## config.mk

```make
export PLATFORM = sky130hd
export DESIGN_NAME = id_ex_stage_flat
export DESIGN_NICKNAME = d
export VERILOG_FILES = /design/src/rtl/mips16_pkg.sv /design/src/rtl/id_ex_stage_if.sv /design/src/rtl/id_hazard_unit.sv /design/src/rtl/id_ex_stage.sv /design/src/flat_wrapper.sv
export SDC_FILE = /design/constraint.sdc
export NUM_CORES = 1
export LEC_CHECK = 0
export ABC_AREA = 1
export BUFFER_PORTS_ARGS = -buffer_cell sky130_fd_sc_hd__buf_2
export CAP_MARGIN = 20
export CORE_ASPECT_RATIO = 1.75
export CORE_MARGIN = 2
export CORE_UTILIZATION = 44
export DETAILED_ROUTE_END_ITERATION = 6
export GPL_TIMING_DRIVEN = 1
export PLACE_DENSITY = 0.77
export SETUP_SLACK_MARGIN = 0.02
export SYNTH_ARGS = -nofsm -noshare
export SYNTH_HDL_FRONTEND = slang
export SYNTH_SLANG_ARGS = --single-unit
```

## constraint.sdc

```tcl
create_clock -name clk -period 1.52 [get_ports clk]
set_clock_uncertainty 0.05 [all_clocks]
set_input_delay 0.076 -clock clk [delete_from_list [all_inputs] [get_ports clk]]
set_output_delay 0.076 -clock clk [all_outputs]
set_load 0.02 [all_outputs]
```

## src/rtl/mips16_pkg.sv

```systemverilog
// Shared types and constants for the 16-bit, 8-register pipelined MIPS core.
package mips16_pkg;

  localparam int DW = 16;
  localparam int AW = 3;
  localparam logic [AW-1:0] REG_ZERO = 3'd0;

  typedef struct packed {
    logic       reg_write;
    logic       mem_read;
    logic       mem_write;
    logic       mem_to_reg;
    logic       alu_src;
    logic [2:0] alu_op;
  } ctrl_t;

  typedef enum logic [1:0] {
    FWD_RF  = 2'd0,
    FWD_EXM = 2'd1,
    FWD_WB  = 2'd2
  } fwd_sel_t;

  // r0 is hardwired to zero, so a write to it can never feed a reader.
  function automatic logic src_match(input logic [AW-1:0] idx,
                                     input logic          wr_valid,
                                     input logic          wr_en,
                                     input logic [AW-1:0] wr_rd);
    return (idx != REG_ZERO) && wr_valid && wr_en && (idx == wr_rd);
  endfunction

endpackage

```

## src/rtl/id_ex_stage_if.sv

```systemverilog
// ID/EX stage signal bundle: decode inputs, downstream writer info, EX-side outputs.
interface id_ex_stage_if #(
  parameter int DW = mips16_pkg::DW,
  parameter int AW = mips16_pkg::AW
);
  import mips16_pkg::*;

  logic          id_valid;
  logic [AW-1:0] id_rs;
  logic [AW-1:0] id_rt;
  logic [AW-1:0] id_rd;
  logic [DW-1:0] id_imm;
  ctrl_t         id_ctrl;
  logic [DW-1:0] rf_rdata1;
  logic [DW-1:0] rf_rdata2;
  logic          flush;
  logic          exm_valid;
  logic          exm_reg_write;
  logic [AW-1:0] exm_rd;
  logic          wb_reg_write;
  logic [AW-1:0] wb_rd;
  logic [DW-1:0] wb_data;

  logic          stall;
  logic          ex_valid;
  logic [DW-1:0] ex_a;
  logic [DW-1:0] ex_b;
  logic [DW-1:0] ex_imm;
  logic [AW-1:0] ex_rs;
  logic [AW-1:0] ex_rt;
  logic [AW-1:0] ex_rd;
  ctrl_t         ex_ctrl;
  logic [1:0]    ex_fwd_a;
  logic [1:0]    ex_fwd_b;
  logic [15:0]   stall_cnt;

  modport slave (
    input  id_valid, id_rs, id_rt, id_rd, id_imm, id_ctrl,
    input  rf_rdata1, rf_rdata2, flush,
    input  exm_valid, exm_reg_write, exm_rd,
    input  wb_reg_write, wb_rd, wb_data,
    output stall, ex_valid, ex_a, ex_b, ex_imm, ex_rs, ex_rt, ex_rd,
    output ex_ctrl, ex_fwd_a, ex_fwd_b, stall_cnt
  );

  modport master (
    output id_valid, id_rs, id_rt, id_rd, id_imm, id_ctrl,
    output rf_rdata1, rf_rdata2, flush,
    output exm_valid, exm_reg_write, exm_rd,
    output wb_reg_write, wb_rd, wb_data,
    input  stall, ex_valid, ex_a, ex_b, ex_imm, ex_rs, ex_rt, ex_rd,
    input  ex_ctrl, ex_fwd_a, ex_fwd_b, stall_cnt
  );

endinterface

```

## src/rtl/id_hazard_unit.sv

```systemverilog
// Combinational source matching, forwarding selects and stall for the ID stage.
// ID_EX_FWD_EN: forwarding enabled, only load-use stalls; otherwise stall on any dependency.
module id_hazard_unit
  import mips16_pkg::*;
(
  input  logic          rst_n,
  input  logic          flush,
  input  logic          id_valid,
  input  logic [AW-1:0] id_rs,
  input  logic [AW-1:0] id_rt,
  input  logic          idex_valid,
  input  logic          idex_reg_write,
  input  logic          idex_mem_read,
  input  logic [AW-1:0] idex_rd,
  input  logic          exm_valid,
  input  logic          exm_reg_write,
  input  logic [AW-1:0] exm_rd,
  output fwd_sel_t      fwd_a,
  output fwd_sel_t      fwd_b,
  output logic          stall
);

  logic rs_idex;
  logic rt_idex;
  logic rs_exm;
  logic rt_exm;
  logic load_use;
  logic stall_raw;

  always_comb begin
    fwd_a     = FWD_RF;
    fwd_b     = FWD_RF;
    rs_idex   = src_match(id_rs, idex_valid, idex_reg_write, idex_rd);
    rt_idex   = src_match(id_rt, idex_valid, idex_reg_write, idex_rd);
    rs_exm    = src_match(id_rs, exm_valid, exm_reg_write, exm_rd);
    rt_exm    = src_match(id_rt, exm_valid, exm_reg_write, exm_rd);
    load_use  = id_valid && idex_mem_read && (rs_idex || rt_idex);
`ifdef ID_EX_FWD_EN
    // Nearest producer wins: ID/EX moves to EX/MEM as this instruction enters EX.
    fwd_a     = rs_idex ? FWD_EXM : (rs_exm ? FWD_WB : FWD_RF);
    fwd_b     = rt_idex ? FWD_EXM : (rt_exm ? FWD_WB : FWD_RF);
    stall_raw = load_use;
`else
    stall_raw = load_use || (id_valid && (rs_idex || rt_idex || rs_exm || rt_exm));
`endif
    stall     = stall_raw && !flush && rst_n;
  end

endmodule

```

## src/rtl/id_ex_stage.sv

```systemverilog
// ID/EX pipeline register with write-through bypass, forwarding selects and interlock.
// ID_EX_FWD_EN selects the forwarding build; undefined falls back to stall-only.
module id_ex_stage #(
  parameter int DW = mips16_pkg::DW,
  parameter int AW = mips16_pkg::AW
)(
  input logic          clk,
  input logic          rst_n,
  id_ex_stage_if.slave bus
);
  import mips16_pkg::*;

  logic          stall;
  logic          bubble;
  fwd_sel_t      fwd_a;
  fwd_sel_t      fwd_b;
  logic [DW-1:0] op_a;
  logic [DW-1:0] op_b;

  logic          ex_valid_q;
  logic [DW-1:0] ex_a_q;
  logic [DW-1:0] ex_b_q;
  logic [DW-1:0] ex_imm_q;
  logic [AW-1:0] ex_rs_q;
  logic [AW-1:0] ex_rt_q;
  logic [AW-1:0] ex_rd_q;
  ctrl_t         ex_ctrl_q;
  fwd_sel_t      ex_fwd_a_q;
  fwd_sel_t      ex_fwd_b_q;
  logic [15:0]   stall_cnt_q;

  id_hazard_unit u_hazard (
    .rst_n          (rst_n),
    .flush          (bus.flush),
    .id_valid       (bus.id_valid),
    .id_rs          (bus.id_rs),
    .id_rt          (bus.id_rt),
    .idex_valid     (ex_valid_q),
    .idex_reg_write (ex_ctrl_q.reg_write),
    .idex_mem_read  (ex_ctrl_q.mem_read),
    .idex_rd        (ex_rd_q),
    .exm_valid      (bus.exm_valid),
    .exm_reg_write  (bus.exm_reg_write),
    .exm_rd         (bus.exm_rd),
    .fwd_a          (fwd_a),
    .fwd_b          (fwd_b),
    .stall          (stall)
  );

  // Same-cycle writeback has not reached the register file read port yet.
  always_comb begin
    op_a   = src_match(bus.id_rs, 1'b1, bus.wb_reg_write, bus.wb_rd) ? bus.wb_data : bus.rf_rdata1;
    op_b   = src_match(bus.id_rt, 1'b1, bus.wb_reg_write, bus.wb_rd) ? bus.wb_data : bus.rf_rdata2;
    bubble = bus.flush || stall || !bus.id_valid;
  end

  always_ff @(posedge clk) begin
    if (!rst_n) begin
      ex_valid_q <= 1'b0;
      ex_a_q     <= '0;
      ex_b_q     <= '0;
      ex_imm_q   <= '0;
      ex_rs_q    <= '0;
      ex_rt_q    <= '0;
      ex_rd_q    <= '0;
      ex_ctrl_q  <= '0;
      ex_fwd_a_q <= FWD_RF;
      ex_fwd_b_q <= FWD_RF;
    end else if (bubble) begin
      ex_valid_q <= 1'b0;
      ex_ctrl_q  <= '0;
    end else begin
      ex_valid_q <= 1'b1;
      ex_a_q     <= op_a;
      ex_b_q     <= op_b;
      ex_imm_q   <= bus.id_imm;
      ex_rs_q    <= bus.id_rs;
      ex_rt_q    <= bus.id_rt;
      ex_rd_q    <= bus.id_rd;
      ex_ctrl_q  <= bus.id_ctrl;
      ex_fwd_a_q <= fwd_a;
      ex_fwd_b_q <= fwd_b;
    end
  end

  always_ff @(posedge clk) begin
    if (!rst_n) begin
      stall_cnt_q <= '0;
    end else if (stall && (stall_cnt_q != 16'hFFFF)) begin
      stall_cnt_q <= stall_cnt_q + 16'd1;
    end
  end

  assign bus.stall     = stall;
  assign bus.ex_valid  = ex_valid_q;
  assign bus.ex_a      = ex_a_q;
  assign bus.ex_b      = ex_b_q;
  assign bus.ex_imm    = ex_imm_q;
  assign bus.ex_rs     = ex_rs_q;
  assign bus.ex_rt     = ex_rt_q;
  assign bus.ex_rd     = ex_rd_q;
  assign bus.ex_ctrl   = ex_ctrl_q;
  assign bus.ex_fwd_a  = ex_fwd_a_q;
  assign bus.ex_fwd_b  = ex_fwd_b_q;
  assign bus.stall_cnt = stall_cnt_q;

endmodule

```

## src/flat_wrapper.sv

```systemverilog
// flat-port wrapper written by rule: the top's interface ports become plain ports
module id_ex_stage_flat import mips16_pkg::*;
#(
  parameter int DW = mips16_pkg::DW,
  parameter int AW = mips16_pkg::AW
)
  (clk, rst_n, bus_id_valid, bus_id_rs, bus_id_rt, bus_id_rd, bus_id_imm, bus_id_ctrl, bus_rf_rdata1, bus_rf_rdata2, bus_flush, bus_exm_valid, bus_exm_reg_write, bus_exm_rd, bus_wb_reg_write, bus_wb_rd, bus_wb_data, bus_stall, bus_ex_valid, bus_ex_a, bus_ex_b, bus_ex_imm, bus_ex_rs, bus_ex_rt, bus_ex_rd, bus_ex_ctrl, bus_ex_fwd_a, bus_ex_fwd_b, bus_stall_cnt);
  id_ex_stage_if #(.DW(DW), .AW(AW)) bus_i ();
  input logic clk;
  input logic rst_n;
  input wire logic [$bits(bus_i.id_valid)-1:0] bus_id_valid;
  input wire logic [$bits(bus_i.id_rs)-1:0] bus_id_rs;
  input wire logic [$bits(bus_i.id_rt)-1:0] bus_id_rt;
  input wire logic [$bits(bus_i.id_rd)-1:0] bus_id_rd;
  input wire logic [$bits(bus_i.id_imm)-1:0] bus_id_imm;
  input wire logic [$bits(bus_i.id_ctrl)-1:0] bus_id_ctrl;
  input wire logic [$bits(bus_i.rf_rdata1)-1:0] bus_rf_rdata1;
  input wire logic [$bits(bus_i.rf_rdata2)-1:0] bus_rf_rdata2;
  input wire logic [$bits(bus_i.flush)-1:0] bus_flush;
  input wire logic [$bits(bus_i.exm_valid)-1:0] bus_exm_valid;
  input wire logic [$bits(bus_i.exm_reg_write)-1:0] bus_exm_reg_write;
  input wire logic [$bits(bus_i.exm_rd)-1:0] bus_exm_rd;
  input wire logic [$bits(bus_i.wb_reg_write)-1:0] bus_wb_reg_write;
  input wire logic [$bits(bus_i.wb_rd)-1:0] bus_wb_rd;
  input wire logic [$bits(bus_i.wb_data)-1:0] bus_wb_data;
  output wire logic [$bits(bus_i.stall)-1:0] bus_stall;
  output wire logic [$bits(bus_i.ex_valid)-1:0] bus_ex_valid;
  output wire logic [$bits(bus_i.ex_a)-1:0] bus_ex_a;
  output wire logic [$bits(bus_i.ex_b)-1:0] bus_ex_b;
  output wire logic [$bits(bus_i.ex_imm)-1:0] bus_ex_imm;
  output wire logic [$bits(bus_i.ex_rs)-1:0] bus_ex_rs;
  output wire logic [$bits(bus_i.ex_rt)-1:0] bus_ex_rt;
  output wire logic [$bits(bus_i.ex_rd)-1:0] bus_ex_rd;
  output wire logic [$bits(bus_i.ex_ctrl)-1:0] bus_ex_ctrl;
  output wire logic [$bits(bus_i.ex_fwd_a)-1:0] bus_ex_fwd_a;
  output wire logic [$bits(bus_i.ex_fwd_b)-1:0] bus_ex_fwd_b;
  output wire logic [$bits(bus_i.stall_cnt)-1:0] bus_stall_cnt;
  assign bus_i.id_valid = bus_id_valid;
  assign bus_i.id_rs = bus_id_rs;
  assign bus_i.id_rt = bus_id_rt;
  assign bus_i.id_rd = bus_id_rd;
  assign bus_i.id_imm = bus_id_imm;
  assign bus_i.id_ctrl = bus_id_ctrl;
  assign bus_i.rf_rdata1 = bus_rf_rdata1;
  assign bus_i.rf_rdata2 = bus_rf_rdata2;
  assign bus_i.flush = bus_flush;
  assign bus_i.exm_valid = bus_exm_valid;
  assign bus_i.exm_reg_write = bus_exm_reg_write;
  assign bus_i.exm_rd = bus_exm_rd;
  assign bus_i.wb_reg_write = bus_wb_reg_write;
  assign bus_i.wb_rd = bus_wb_rd;
  assign bus_i.wb_data = bus_wb_data;
  assign bus_stall = bus_i.stall;
  assign bus_ex_valid = bus_i.ex_valid;
  assign bus_ex_a = bus_i.ex_a;
  assign bus_ex_b = bus_i.ex_b;
  assign bus_ex_imm = bus_i.ex_imm;
  assign bus_ex_rs = bus_i.ex_rs;
  assign bus_ex_rt = bus_i.ex_rt;
  assign bus_ex_rd = bus_i.ex_rd;
  assign bus_ex_ctrl = bus_i.ex_ctrl;
  assign bus_ex_fwd_a = bus_i.ex_fwd_a;
  assign bus_ex_fwd_b = bus_i.ex_fwd_b;
  assign bus_stall_cnt = bus_i.stall_cnt;
  id_ex_stage #(.DW(DW), .AW(AW)) u_core (.clk(clk), .rst_n(rst_n), .bus(bus_i));
endmodule
```

==> summary.txt <==
Type of the worst setup path: reg -> out
Overall die width: 80.0 um
Gate count of the mapped netlist: 706
Required time at the worst-slack endpoint: 1390 ps
Number of enable flip-flop cells after synthesis: 0
Clock tree from TritonCTS: built
Tmin final: 1740 ps
Clock sink count: 82
Dominant combinational cell family by area after synthesis: simple AND/OR/NAND/NOR gates
Compound-cell area share of the yosys netlist: 11.9%
Growth of design area from synthesis to finish: 53.9%
RSZ-0062 raised after global routing: yes
Worst skew pair latency: 340 ps
Xor/xnor cell area share of the yosys netlist: 2.17%
Number of nets with antenna violations after detailed routing: 0
Ant. Diodes: 0
Cell types with the highest counts after synthesis: 209 x sky130_fd_sc_hd__nand2_1, 103 x sky130_fd_sc_hd__inv_1, 82 x sky130_fd_sc_hd__dfxtp_1, 69 x sky130_fd_sc_hd__nor2_1, 47 x sky130_fd_sc_hd__nand3_1
Register-to-Register Path Depth: 14
Outcome: finished, violations left
Number of pins with negative max-slew slack in the final report: 0
Maximum fanout along the worst path: 4
Post-synthesis share of cell area spent on and, or, nand and nor gates: 33.4%
Cell variety after synth: 32
Synthesized cell area: 0.00444 mm^2
TritonCTS buffer count: 9
Finished Cell Area: 0.00684 mm^2
Cell types occupying the most area after synthesis: sky130_fd_sc_hd__dfxtp_1 37%, sky130_fd_sc_hd__nand2_1 18%, sky130_fd_sc_hd__inv_1 8.7%
DRT iter0 DRCs: 244
Number of antenna violations at the first check in global routing: 0
Yosys synthesis warning count: 0
Global routing usage summed across all routing layers: 26.5%
Total DRC errors in the routed layout: 0
Most frequent cell after synthesis: sky130_fd_sc_hd__nand2_1
Cell Rows: 48
Primary flip-flop cell chosen by synthesis mapping: sky130_fd_sc_hd__dfxtp_1
Largest net degree at the start of global routing: 65
Worst path arrival time: 1610 ps
Number of global-route vias before repair: 4909
Mux share of post-synthesis cell area: 0%
Setup slack of the most critical reg-to-reg path: -190 ps
Core ar.: 0.00985 mm^2
Vias post-DR: 5317
Fill cells: 868
Adder and majority gate portion of the synthesized area: 0.282%
LEAKAGE: 3.84 nW
Total congestion overflow after global routing: 0
Initial DRT Pass Iterations: 5
DR vias/cell: 4.92
Share of final-layout standard cells stronger than drive strength 1: 35.9%
Final Hold Violating Endpoints: 0
Share of async-settable or async-resettable flops after synthesis: 0%
Die Y-Extent: 137 um
Post-layout nets: 1046
Setup TNS: -7980 ps
First-pass GRT wire length: 22900 um
Total die area: 0.0109 mm^2
Number of I/O port buffers: 176
Share of the synthesized area in the top cell type: 36.9%
Min-Delay Path Class: in -> reg
Post-synthesis sequential area ratio: 36.9%
Placed inst area: 0.00591 mm^2
Final WS setup: -221 ps
Depth of the CTS H-tree: 3
CP Capture Type: output pin
Boundary Pins: 181
Area leader, netlist: sky130_fd_sc_hd__dfxtp_1
Number of endpoints failing setup at the final stage: 69
Mapped Avg Cell Area: 6.29 um^2
Initial Utilization: 45.1%
Violated checks: setup timing
Max Clk Rate: 574 MHz
Clock root cell: sky130_fd_sc_hd__clkbuf_16
Placer Congestion: 0.889
Max VDD drop: 0.829 mV
Max-cap violations: 0
Setup crit start kind: register
Hold Path Stages: 3
Flop and latch count out of synthesis: 82
Clock transition at the register clock pins on the worst setup and hold paths after CTS: 70 ps
Power density normalized to cell area: 838 mW/mm^2
Routed wire per std cell: 13.7 um
Largest buffer count on any clock path: 2
Final Routed Wirelength: 14800 um
Detail Placement HPWL: 9790 um
Final period util: 115%
layer usage:
layer | GRT usage (%) | up-vias | share of wire, %
met5 | 0 | - | 0
met4 | 13.9 | 0 | 3.7
met3 | 5.47 | 44 | 5.9
met2 | 48.0 | 198 | 53
met1 | 28.3 | 2401 | 37
li1 | - | 2674 | -
cells by family (layout without fill, tap and decap cells):
logic type / after synthesis / in the layout
fa+ha+maj: 1 / 1
buf+inv: 151 / 396
flops: 82 / 82
compound gates: 105 / 105
other cells: 1 / 4
simple gates: 355 / 357
xor+xnor: 11 / 11
sequential cells by signal, indices dropped and copies added (netlist names):
signal	flops
u_core.bus.ex_rd	3
u_core.bus.stall_cnt	16
u_core.bus.ex_imm	16
u_core.bus.ex_b	16
u_core.bus.ex_ctrl	8
u_core.bus.ex_rs	3
u_core.bus.ex_rt	3
u_core.bus.ex_a	16
u_core.bus.ex_valid	1
report_power, final:
part / switching [W] / internal, W / total (W)
clock network: 0.000952 / 0.00129 / 0.00224
registers: 0.0000757 / 0.00226 / 0.00234
logic: 0.000668 / 0.000488 / 0.00116
total: 0.00170 / 0.00404 / 0.00573
cells in the final DEF, fill, tap and decap left out, types with 4 or more instances in the layout:
cell type	n
sky130_fd_sc_hd__a21oi_1	15
sky130_fd_sc_hd__a21oi_2	29
sky130_fd_sc_hd__buf_12	8
sky130_fd_sc_hd__buf_2	175
sky130_fd_sc_hd__buf_4	45
sky130_fd_sc_hd__buf_6	11
sky130_fd_sc_hd__clkbuf_16	11
sky130_fd_sc_hd__conb_1	4
sky130_fd_sc_hd__dfxtp_1	70
sky130_fd_sc_hd__dfxtp_2	5
sky130_fd_sc_hd__dfxtp_4	7
sky130_fd_sc_hd__dlygate4sd3_1	28
sky130_fd_sc_hd__inv_1	99
sky130_fd_sc_hd__inv_2	7
sky130_fd_sc_hd__nand2_1	194
sky130_fd_sc_hd__nand2_2	15
sky130_fd_sc_hd__nand3_1	45
sky130_fd_sc_hd__nand4_1	17
sky130_fd_sc_hd__nor2_1	68
sky130_fd_sc_hd__o21ai_0	23
sky130_fd_sc_hd__o21ai_1	31
sky130_fd_sc_hd__o21ai_2	6
sky130_fd_sc_hd__xnor2_1	4
sky130_fd_sc_hd__xor2_1	7
worst paths after layout:
kind	end	start
worst min register to register	u_core.bus.ex_b[15]$_SDFFE_PN0N_	u_core.bus.ex_b[15]$_SDFFE_PN0N_
worst max-delay path	bus_stall	u_core.bus.ex_rd[0]$_SDFFE_PN0N_
worst max register to register	u_core.bus.ex_a[7]$_SDFFE_PN0N_	u_core.bus.ex_rd[0]$_SDFFE_PN0N_
worst min-delay path	u_core.bus.ex_rt[1]$_SDFFE_PN0N_	bus_id_rt[1]
metrics by stage:
stage	hold WS, ps	cells	utilization (%)	setup WS, ps	total power, W
after floorplan	138	709	-	-52.2	0.00300
after global placement	227	1023	60.0	-141	0.00339
after detailed placement	230	1023	60.0	-163	0.00340
after CTS	16.5	1077	68.0	-193	0.00569
after global routing	37.5	1081	69.4	-343	0.00594
final	0.0193	1081	69.4	-221	0.00573
area by class of cell:
class | count | area, um^2 | area share (%)
clock inverters | 7 | 73.8 | 1.08
clock buffers | 9 | 225 | 3.29
well taps | 125 | 156 | 2.29
inverters | 109 | 417 | 6.09
multi-input cells | 478 | 2410 | 35.2
repair buffers | 271 | 1880 | 27.5
flip-flops and latches | 82 | 1670 | 24.5
worst max-delay path, stage by stage, from the launching register on:
cell and delay, ps:
sky130_fd_sc_hd__dfxtp_4 370, sky130_fd_sc_hd__inv_4 40, sky130_fd_sc_hd__nand2_2 40, sky130_fd_sc_hd__nand2_1 50, sky130_fd_sc_hd__nor2_1 110, sky130_fd_sc_hd__nand2_1 60
sky130_fd_sc_hd__nand2_1 70, sky130_fd_sc_hd__nand2_2 70, sky130_fd_sc_hd__nand2_4 110, sky130_fd_sc_hd__nand2_8 70, sky130_fd_sc_hd__buf_12 140, sky130_fd_sc_hd__clkinv_4 30
sky130_fd_sc_hd__buf_6 100
what timing repair did:
action	4_1_cts	5_1_grt
hold buffers	28	0
setup endpoints to repair	74	82
buffers inserted	6	3
cloned	4	3
pin swaps	10	13
resized for setup	28	41
endpoints found under the hold margin	28	0
(Power assumes the default switching activity.)
